<file path="config.mk">
export PLATFORM = sky130hd
export DESIGN_NAME = pfvf_req_router
export DESIGN_NICKNAME = d
export VERILOG_FILES = /design/src/rtl/pfvf_route_pkg.sv /design/src/rtl/pfvf_skid_buf.sv /design/src/rtl/pfvf_req_router.sv
export SDC_FILE = /design/constraint.sdc
export NUM_CORES = 2
export LEC_CHECK = 0
export ABC_AREA = 1
export ABC_CLOCK_PERIOD_IN_PS = 66700
export CAP_MARGIN = 30
export CORE_AREA = 2 2 451 453
export DETAILED_ROUTE_END_ITERATION = 6
export DIE_AREA = 0 0 453 455
export HOLD_SLACK_MARGIN = 0.12
export PLACE_DENSITY = 0.54
export SETUP_SLACK_MARGIN = 0.02
export SLEW_MARGIN = 20
export SYNTH_ARGS = -nofsm -noshare
export SYNTH_HDL_FRONTEND = slang
export SYNTH_SLANG_ARGS = --single-unit
</file>
<file path="constraint.sdc">
create_clock -name clk -period 66.7 [get_ports clk]
set_clock_uncertainty 0.05 [all_clocks]
set_input_delay 13.34 -clock clk [delete_from_list [all_inputs] [get_ports clk]]
set_output_delay 13.34 -clock clk [all_outputs]
set_load 0.02 [all_outputs]
</file>
<file path="src/rtl/pfvf_route_pkg.sv">
// Shared PF/VF routing definitions for pfvf_req_router.
// Provides function port indices, the per-function {pf, vf, va} tags, the
// route_tag_t struct, the constant decode table, and pfvf_decode(), which
// maps a request tag to its owning function port (DEFAULT_IDX when no entry matches).
package pfvf_route_pkg;

  localparam int unsigned PF_WIDTH   = 3;
  localparam int unsigned VF_WIDTH   = 11;
  localparam int unsigned NUM_FUNC_C = 5;
  localparam int unsigned DEST_W     = 3;

  localparam int unsigned HLB_IDX     = 0;
  localparam int unsigned HEM_IDX     = 1;
  localparam int unsigned HEH_IDX     = 2;
  localparam int unsigned HEM_TG_IDX  = 3;
  localparam int unsigned ST2MM_IDX   = 4;
  localparam int unsigned DEFAULT_IDX = NUM_FUNC_C;

  localparam logic [PF_WIDTH-1:0] HLB_PF    = 3'd1;
  localparam logic [VF_WIDTH-1:0] HLB_VF    = 11'd0;
  localparam logic                HLB_VA    = 1'b0;
  localparam logic [PF_WIDTH-1:0] HEM_PF    = 3'd0;
  localparam logic [VF_WIDTH-1:0] HEM_VF    = 11'd0;
  localparam logic                HEM_VA    = 1'b1;
  localparam logic [PF_WIDTH-1:0] HEH_PF    = 3'd0;
  localparam logic [VF_WIDTH-1:0] HEH_VF    = 11'd1;
  localparam logic                HEH_VA    = 1'b1;
  localparam logic [PF_WIDTH-1:0] HEM_TG_PF = 3'd0;
  localparam logic [VF_WIDTH-1:0] HEM_TG_VF = 11'd2;
  localparam logic                HEM_TG_VA = 1'b1;
  localparam logic [PF_WIDTH-1:0] ST2MM_PF  = 3'd0;
  localparam logic [VF_WIDTH-1:0] ST2MM_VF  = 11'd0;
  localparam logic                ST2MM_VA  = 1'b0;

  typedef struct packed {
    logic [PF_WIDTH-1:0] pf;
    logic [VF_WIDTH-1:0] vf;
    logic                va;
  } route_tag_t;

  typedef enum logic [0:0] {StIdle, StPkt} route_state_e;

  localparam route_tag_t ROUTE_TBL [NUM_FUNC_C] = '{
    '{pf: HLB_PF,    vf: HLB_VF,    va: HLB_VA},
    '{pf: HEM_PF,    vf: HEM_VF,    va: HEM_VA},
    '{pf: HEH_PF,    vf: HEH_VF,    va: HEH_VA},
    '{pf: HEM_TG_PF, vf: HEM_TG_VF, va: HEM_TG_VA},
    '{pf: ST2MM_PF,  vf: ST2MM_VF,  va: ST2MM_VA}
  };

  // A PF-only tag (va=0) never compares the VF field.
  function automatic logic [DEST_W-1:0] pfvf_decode(route_tag_t tag);
    logic [DEST_W-1:0] idx;
    idx = DEST_W'(DEFAULT_IDX);
    for (int i = NUM_FUNC_C - 1; i >= 0; i--) begin
      if ((tag.pf == ROUTE_TBL[i].pf) && (tag.va == ROUTE_TBL[i].va) &&
          (!tag.va || (tag.vf == ROUTE_TBL[i].vf))) begin
        idx = DEST_W'(i);
      end
    end
    return idx;
  endfunction

endpackage

</file>
<file path="src/rtl/pfvf_skid_buf.sv">
// Two-entry valid/ready output buffer carrying {dest, sop, eop, data}.
// Ports: clk_i/rst_i (async active-high), in_* push side with in_ready_o
// (low only when both entries are occupied), out_* head entry with out_ready_i.
// The head is driven straight from flops, so it is stable while not popped.
module pfvf_skid_buf #(
  parameter int unsigned DataW = 512,
  parameter int unsigned DestW = 3
) (
  input  logic             clk_i,
  input  logic             rst_i,
  input  logic             in_valid_i,
  output logic             in_ready_o,
  input  logic [DestW-1:0] in_dest_i,
  input  logic             in_sop_i,
  input  logic             in_eop_i,
  input  logic [DataW-1:0] in_data_i,
  output logic             out_valid_o,
  input  logic             out_ready_i,
  output logic [DestW-1:0] out_dest_o,
  output logic             out_sop_o,
  output logic             out_eop_o,
  output logic [DataW-1:0] out_data_o
);

  localparam int unsigned EntW = DestW + 2 + DataW;

  logic [EntW-1:0] mem_q [2];
  logic [1:0]      cnt_q;
  logic            wr_ptr_q, rd_ptr_q;
  logic            push, pop;

  assign in_ready_o  = ~cnt_q[1];
  assign out_valid_o = (cnt_q != 2'd0);
  assign push        = in_valid_i & in_ready_o;
  assign pop         = out_valid_o & out_ready_i;

  assign {out_dest_o, out_sop_o, out_eop_o, out_data_o} = mem_q[rd_ptr_q];

  always_ff @(posedge clk_i or posedge rst_i) begin
    if (rst_i) begin
      mem_q[0] <= '0;
      mem_q[1] <= '0;
      cnt_q    <= 2'd0;
      wr_ptr_q <= 1'b0;
      rd_ptr_q <= 1'b0;
    end else begin
      if (push) begin
        mem_q[wr_ptr_q] <= {in_dest_i, in_sop_i, in_eop_i, in_data_i};
        wr_ptr_q        <= ~wr_ptr_q;
      end
      if (pop) begin
        rd_ptr_q <= ~rd_ptr_q;
      end
      cnt_q <= cnt_q + 2'(push) - 2'(pop);
    end
  end

endmodule

</file>
<file path="src/rtl/pfvf_req_router.sv">
// PF/VF request router: steers host-to-FPGA packets, tagged on their SOP beat
// with {pf, vf, va}, to the owning function port (HLB, HEM, HEH, HEM_TG,
// ST2MM) or to the default port NUM_FUNC when the tag matches nothing.
// Ports: clk, rst (async active-high); rx_* input beat stream with tag;
// tx_valid/tx_ready one-hot per-port handshake with shared tx_data/sop/eop;
// err_unmatched / err_framing one-cycle pulses; unmatched_cnt saturating;
// pkt_cnt per-port delivered-EOP counts, live only when PFVF_ROUTER_PKT_CNT_EN
// is defined (otherwise tied to zero).
module pfvf_req_router
  import pfvf_route_pkg::*;
#(
  parameter int unsigned DATA_W   = 512,
  parameter int unsigned PF_W     = PF_WIDTH,
  parameter int unsigned VF_W     = VF_WIDTH,
  parameter int unsigned NUM_FUNC = NUM_FUNC_C
) (
  input  logic                       clk,
  input  logic                       rst,
  input  logic                       rx_valid,
  output logic                       rx_ready,
  input  logic [DATA_W-1:0]          rx_data,
  input  logic                       rx_sop,
  input  logic                       rx_eop,
  input  logic [PF_W-1:0]            rx_pf,
  input  logic [VF_W-1:0]            rx_vf,
  input  logic                       rx_va,
  output logic [NUM_FUNC:0]          tx_valid,
  input  logic [NUM_FUNC:0]          tx_ready,
  output logic [DATA_W-1:0]          tx_data,
  output logic                       tx_sop,
  output logic                       tx_eop,
  output logic                       err_unmatched,
  output logic                       err_framing,
  output logic [15:0]                unmatched_cnt,
  output logic [(NUM_FUNC+1)*16-1:0] pkt_cnt
);

  localparam int unsigned NumPorts = NUM_FUNC + 1;

  route_state_e      state_q;
  logic [DEST_W-1:0] dest_q;
  route_tag_t        rx_tag;
  logic [DEST_W-1:0] sop_dest, push_dest;
  logic              acc, fwd, skid_ready;
  logic              head_valid, head_ready;
  logic [DEST_W-1:0] head_dest;

  assign rx_tag    = '{pf: rx_pf, vf: rx_vf, va: rx_va};
  assign sop_dest  = pfvf_decode(rx_tag);
  assign rx_ready  = skid_ready & ~rst;
  assign acc       = rx_valid & rx_ready;
  // Non-SOP beats seen in IDLE have no owner and are dropped.
  assign fwd       = acc & (rx_sop | (state_q == StPkt));
  assign push_dest = rx_sop ? sop_dest : dest_q;

  always_ff @(posedge clk or posedge rst) begin
    if (rst) begin
      state_q       <= StIdle;
      dest_q        <= DEST_W'(DEFAULT_IDX);
      err_unmatched <= 1'b0;
      err_framing   <= 1'b0;
      unmatched_cnt <= 16'd0;
    end else begin
      err_unmatched <= 1'b0;
      err_framing   <= 1'b0;
      if (acc) begin
        if (rx_sop) begin
          // An SOP inside a packet abandons the old one and reroutes.
          dest_q  <= sop_dest;
          state_q <= rx_eop ? StIdle : StPkt;
          if (state_q == StPkt) begin
            err_framing <= 1'b1;
          end
          if (sop_dest == DEST_W'(DEFAULT_IDX)) begin
            err_unmatched <= 1'b1;
            if (unmatched_cnt != 16'hFFFF) begin
              unmatched_cnt <= unmatched_cnt + 16'd1;
            end
          end
        end else if (state_q == StIdle) begin
          err_framing <= 1'b1;
        end else if (rx_eop) begin
          state_q <= StIdle;
        end
      end
    end
  end

  pfvf_skid_buf #(
    .DataW (DATA_W),
    .DestW (DEST_W)
  ) u_skid (
    .clk_i       (clk),
    .rst_i       (rst),
    .in_valid_i  (fwd),
    .in_ready_o  (skid_ready),
    .in_dest_i   (push_dest),
    .in_sop_i    (rx_sop),
    .in_eop_i    (rx_eop),
    .in_data_i   (rx_data),
    .out_valid_o (head_valid),
    .out_ready_i (head_ready),
    .out_dest_o  (head_dest),
    .out_sop_o   (tx_sop),
    .out_eop_o   (tx_eop),
    .out_data_o  (tx_data)
  );

  // Only the head entry's own port can release it.
  assign head_ready = tx_ready[head_dest];
  assign tx_valid   = head_valid ? (NumPorts'(1) << head_dest) : '0;

`ifdef PFVF_ROUTER_PKT_CNT_EN
  logic [NUM_FUNC:0][15:0] pkt_cnt_q;

  always_ff @(posedge clk or posedge rst) begin
    if (rst) begin
      pkt_cnt_q <= '0;
    end else if (head_valid && head_ready && tx_eop &&
                 (pkt_cnt_q[head_dest] != 16'hFFFF)) begin
      pkt_cnt_q[head_dest] <= pkt_cnt_q[head_dest] + 16'd1;
    end
  end

  assign pkt_cnt = pkt_cnt_q;
`else
  assign pkt_cnt = '0;
`endif

endmodule

</file>
Yosys cells after proc, flatten, opt, wreduce, memory -nomap -nowiden
Index checks and enable logic that the tools add are counted.
{ "classes": {"n_lt_le_gt_ge": 4, "n_div": 0, "muxes": 25, "bitwise_logic": 13, "n_mul": 0, "n_addsub": 3, "shifts": 1, "eq_ne": 5, "n_reduce_logical": 17} }
{ "op_table": {"columns": ["cell", "n"], "rows": [
  ["two-way mux 517 bit", 4],
  ["bitwise mux 1034 bit", 1],
  ["demux 517 bit (select 1 bit)", 1],
  ["adder 16 x 1 -> 16 bit, second input constant", 1],
  ["!= test 16 bit, second input constant", 1],
  ["two-way mux 3 bit", 5],
  ["two-way mux 1 bit", 12],
  ["equality test 11 x 1 -> 1 bit, second input constant", 1],
  ["equality test 11 x 2 -> 1 bit, second input constant", 1],
  ["logical NOT 11 bit", 1],
  ["logical AND 1 bit", 9],
  ["two-way mux 6 bit", 1],
  ["left shift 1 x 3 -> 6 bit, first input constant", 1],
  ["AND 1 bit", 5],
  ["NOT 1 bit", 5],
  ["greater-or-equal comparator 2 bit, second input constant", 2],
  ["less-than comparator 3 x 4 -> 1 bit, second input constant", 1],
  ["NOT 1 -> 2 bit", 2],
  ["AND reduction 4 bit", 1],
  ["binary-select mux 1 bit (select 3 bit)", 1],
  ["equality test 3 x 1 -> 1 bit, second input constant", 1],
  ["equality test 3 bit, second input constant", 1],
  ["logical NOT 3 bit", 1],
  ["logical OR 1 bit", 3],
  ["6 further kinds", 6]
]} }
{ "totals": {"mem_count": 0, "wordCells": 78, "reg_bits": 1060, "out_inout_bits": 635, "latch_bits": 0, "ramBits": 0, "romBits": 0, "inputBits": 538} }

Logic depth before layout (Yosys ltp)
{ "depth": {"word_depth": 12, "ltp_mapped": 14, "depth_no_buf": 14} }

Modules after synthesis
Synthesis repeated with hierarchy kept, for this count alone.
{ "unflattened": {"hier_cells": 5919, "area_unflattened_um2": 47570.6} }
{ "modules_own_cells": {"columns": ["mod", "instances", "area_per_inst_um2", "cells_per_inst", "seq_area_each_um2"], "rows": [
  ["pfvf_skid_buf", 1, 45254.7, 5594, 25974.9],
  ["pfvf_req_router", 1, 2316.0, 325, 553.0]
]} }

Worst setup path after synthesis
No wires, ideal clock.
{ "synth_timing": {"kind": "input to output", "start": "in rst", "end": "out rx_ready", "setup_slack_ns": 39.808, "t_arrival_ns": 13.502, "n_path_buf": 0, "t_required_ns": 53.310, "cell_stages": 1, "cell_sequence": "nor2_4"} }
{ "synth_via": {"elab_chain_cells": 2} }
{ "synth_lines": {"columns": ["item", "line", "text"], "rows": [
  ["start: declaration", "pfvf_req_router.sv:18", "input logic rst,"],
  ["NOT 1 bit", "pfvf_req_router.sv:50", "assign rx_ready = skid_ready & ~rst;"],
  ["AND 1 bit", "pfvf_req_router.sv:50", null],
  ["end: declaration", "pfvf_req_router.sv:20", "output logic rx_ready,"]
]} }
No other way between the ends.

Worst setup path in the final report
Ends and elaborated chain as after synthesis.

==> results.yml <==
setup_path:
  timing.critical_path.required_ns: 53.31
  critical_path.reg2reg.endpoint: "u_skid.mem_q[912]$_DFFE_PP0P_"
  criticalPathCategory: "in2out"
  worstSetupEndpointType: "output port"
  reg2reg_slack_ns: 62.08
  cp-start-kind: "input port"
  worst_reg2reg_path_length_in_cells: 13
  cp.arrival_ns: 14.71
  critical_path.max_fanout: 2
  r2r-start: "u_skid.cnt_q[1]$_DFF_PP0_"
synthesis:
  synth.distinct_cells: 33
  synth_edf_count: 0
  flops_latches_synth: 1060
  synthesis.instances: 5866
  number_of_synthesis_warnings: 0
  post_synth.cell_area_avg_um2: 8.03
  yosys_most_used_dff: "sky130_fd_sc_hd__dfrtp_1"
  yosysSeqAreaShare: 0.563
  postSynth.asyncResetShare: 1.00
  synth_area_um2: 47100
sta:
  setup_total_negative_slack_ns: 0
  fmax_ghz: 0.0356
  timing.hold.ws_ns: 0.427
  timing_hold_violations_final: 0
  final.min_clock_period_ns: 28.10
  finalCritPeriodShare: 0.421
  finalMaxSlewViolations: 0
  grt_setup_unrepaired: "no"
  finalSetupViolations: 0
  worst_slew_pin_slew_ns: 1.05
  slew-limit-headroom: 0.301
floorplan:
  core_um2: 201000
  design.portCount: 1173
  dieHeight_um: 455
  fp.dieArea_um2: 206000
  fp-row-count: 165
  die_wd_um: 453
  initial_utilization: 0.234
clocking:
  max-clock-path-buffers: 3
  cts_buffers: 131
  cts_hold_repair.buffers: 0
  cts_setup_buffers: 0
  path_clk_slew_ns: 0.05
  ctsResizeCount: 0
  cts.sinks: 1060
  tritoncts: "yes"
  cts_htree_levels: 4
  clock-root-buffer: "sky130_fd_sc_hd__clkbuf_16"
  clk_latency_ns: 0.76
global_routing:
  grt_start_max_net_pins: 244
  first_global_vias: 39253
  grt_first_pass_wirelength_mm: 256
  gr_usage_total: 0.164
  grt.overflow.total: 0
  grt_antenna_before_repair: 60
worst_hold_path:
  worstHoldStart: "u_skid.mem_q[504]$_DFFE_PP0P_"
  hold_path_depth: 2
  holdCritPathClass: "reg2reg"
  holdPathEnd: "u_skid.mem_q[504]$_DFFE_PP0P_"
cells_and_area:
  area_growth_syn_to_layout_pct: 36.3
  mostFrequentLayoutCells: "sky130_fd_sc_hd__nand2_1, sky130_fd_sc_hd__clkdlybuf4s50_1, sky130_fd_sc_hd__dfrtp_1"
  finalInstanceArea_um2: 64200
  final_common_cell: "sky130_fd_sc_hd__nand2_1"
  final_nets: 7325
  layout-drive-gt1-share: 0.0445
  fin_util: 0.319
drt:
  route.final.wire_length_mm: 176
  remaining_drc_errors: 0
  detail_route.vias_per_cell: 4.30
  vias: 41149
  initial_detailed_routing_violation_count: 3339
  post_drt_wl_per_cell_um: 18.3
  drt_pass1_iterations: 6
  final_antenna_net_count: 0
placement:
  post-dp-hpwl_mm: 123
  gp_congestion: 0.863
  port-buffer-count: 1076
  detailed_place.area_um2: 59600
pwr:
  vdd.ir_drop.worst_v: 0.0000319
  total_power_per_unit_cell_area_nw_per_um2: 52.6
  leakage_nw: 31.9
  finalPower_mw: 3.38
run:
  maxCapViolCount: 0
outcome:
  status: "finished clean"
==> stage by stage <==
step | worst slack [ns] | std cells
after detailed placement | 38.60 | 9312
after global placement | 38.59 | 9309
final | 38.60 | 9577
after global routing | 38.56 | 9570
after floorplan | 23.48 | 5961
after CTS | 38.59 | 9534
==> cell families (layout without fill, tap and decap cells) <==
family | count (synthesis) | in the layout | share of synthesized area
simple gates | 2752 | 2752 | 0.222
fa+ha+maj | 4 | 4 | 0.00106
other cells | 1 | 129 | 0.0000796
compound gates | 1046 | 1046 | 0.114
xor+xnor | 11 | 11 | 0.00205
buf+inv | 992 | 1903 | 0.0968
flops | 1060 | 1060 | 0.563
==> routing by layer <==
| layer | share of wire | GRT usage |
|---|---|---|
| met1 | 0.41 | 0.203 |
| met2 | 0.47 | 0.257 |
| met3 | 0.084 | 0.0582 |
| met4 | 0.040 | 0.0693 |
| met5 | 0.00052 | 0 |
==> final cells by class <==
class / count / area, um^2
fill: 21081 / 137000
antenna: 33 / 82.6
sequential: 1060 / 26500
timing repair buffer: 1130 / 11500
clock buffer: 182 / 3730
tap: 2672 / 3340
clock inverter: 40 / 514
inverter: 551 / 2100
multi-input combinational: 3909 / 16400
==> Yosys cell counts (all sizes together) (2+ instances only) <==
cell | count | area [um^2]
dfstp | 2 | 52.6
nor3 | 5 | 25.0
a21oi | 4 | 20.0
ha | 4 | 50.1
nand3 | 18 | 95.1
o211ai | 2 | 15.0
nand2 | 2668 | 10000
inv | 551 | 2070
nand4 | 20 | 131
buf | 302 | 1970
xor2 | 7 | 61.3
clkbuf | 139 | 522
nor2 | 38 | 189
dfrtp | 1058 | 26500
xnor2 | 4 | 35.0
o21ai | 1040 | 5360
==> power by group <==
part | total (mW) | switching [mW] | internal (mW)
logic | 1.57 | 0.958 | 0.614
clock network | 0.714 | 0.292 | 0.422
registers | 1.09 | 0.156 | 0.936
total | 3.38 | 1.41 | 1.97
==> critical path: stages <==
cell                              delay, ns
sky130_fd_sc_hd__clkdlybuf4s50_1       0.55
sky130_fd_sc_hd__nor2_4                0.19
sky130_fd_sc_hd__clkdlybuf4s50_1       0.63
==> worst max path at each step <==
stage / from / to / slack [ns] / cells after the start
after floorplan: rst / dest_q[1]$_DFFE_PP0P_ / 23.48 / 1
after global placement: rst / rx_ready / 38.59 / 3
after detailed placement: rst / rx_ready / 38.60 / 3
after CTS: rst / rx_ready / 38.59 / 3
after global routing: rst / rx_ready / 38.56 / 3
final: rst / rx_ready / 38.60 / 3
==> flip-flops by register name, indices dropped and copies added (netlist names) <==
name and count:
u_skid.rd_ptr_q 1, unmatched_cnt 16, dest_q 3, state_q 1, err_unmatched 1, u_skid.cnt_q 2, u_skid.wr_ptr_q 1, err_framing 1
u_skid.mem_q 1034
(Power assumes the default switching activity.)
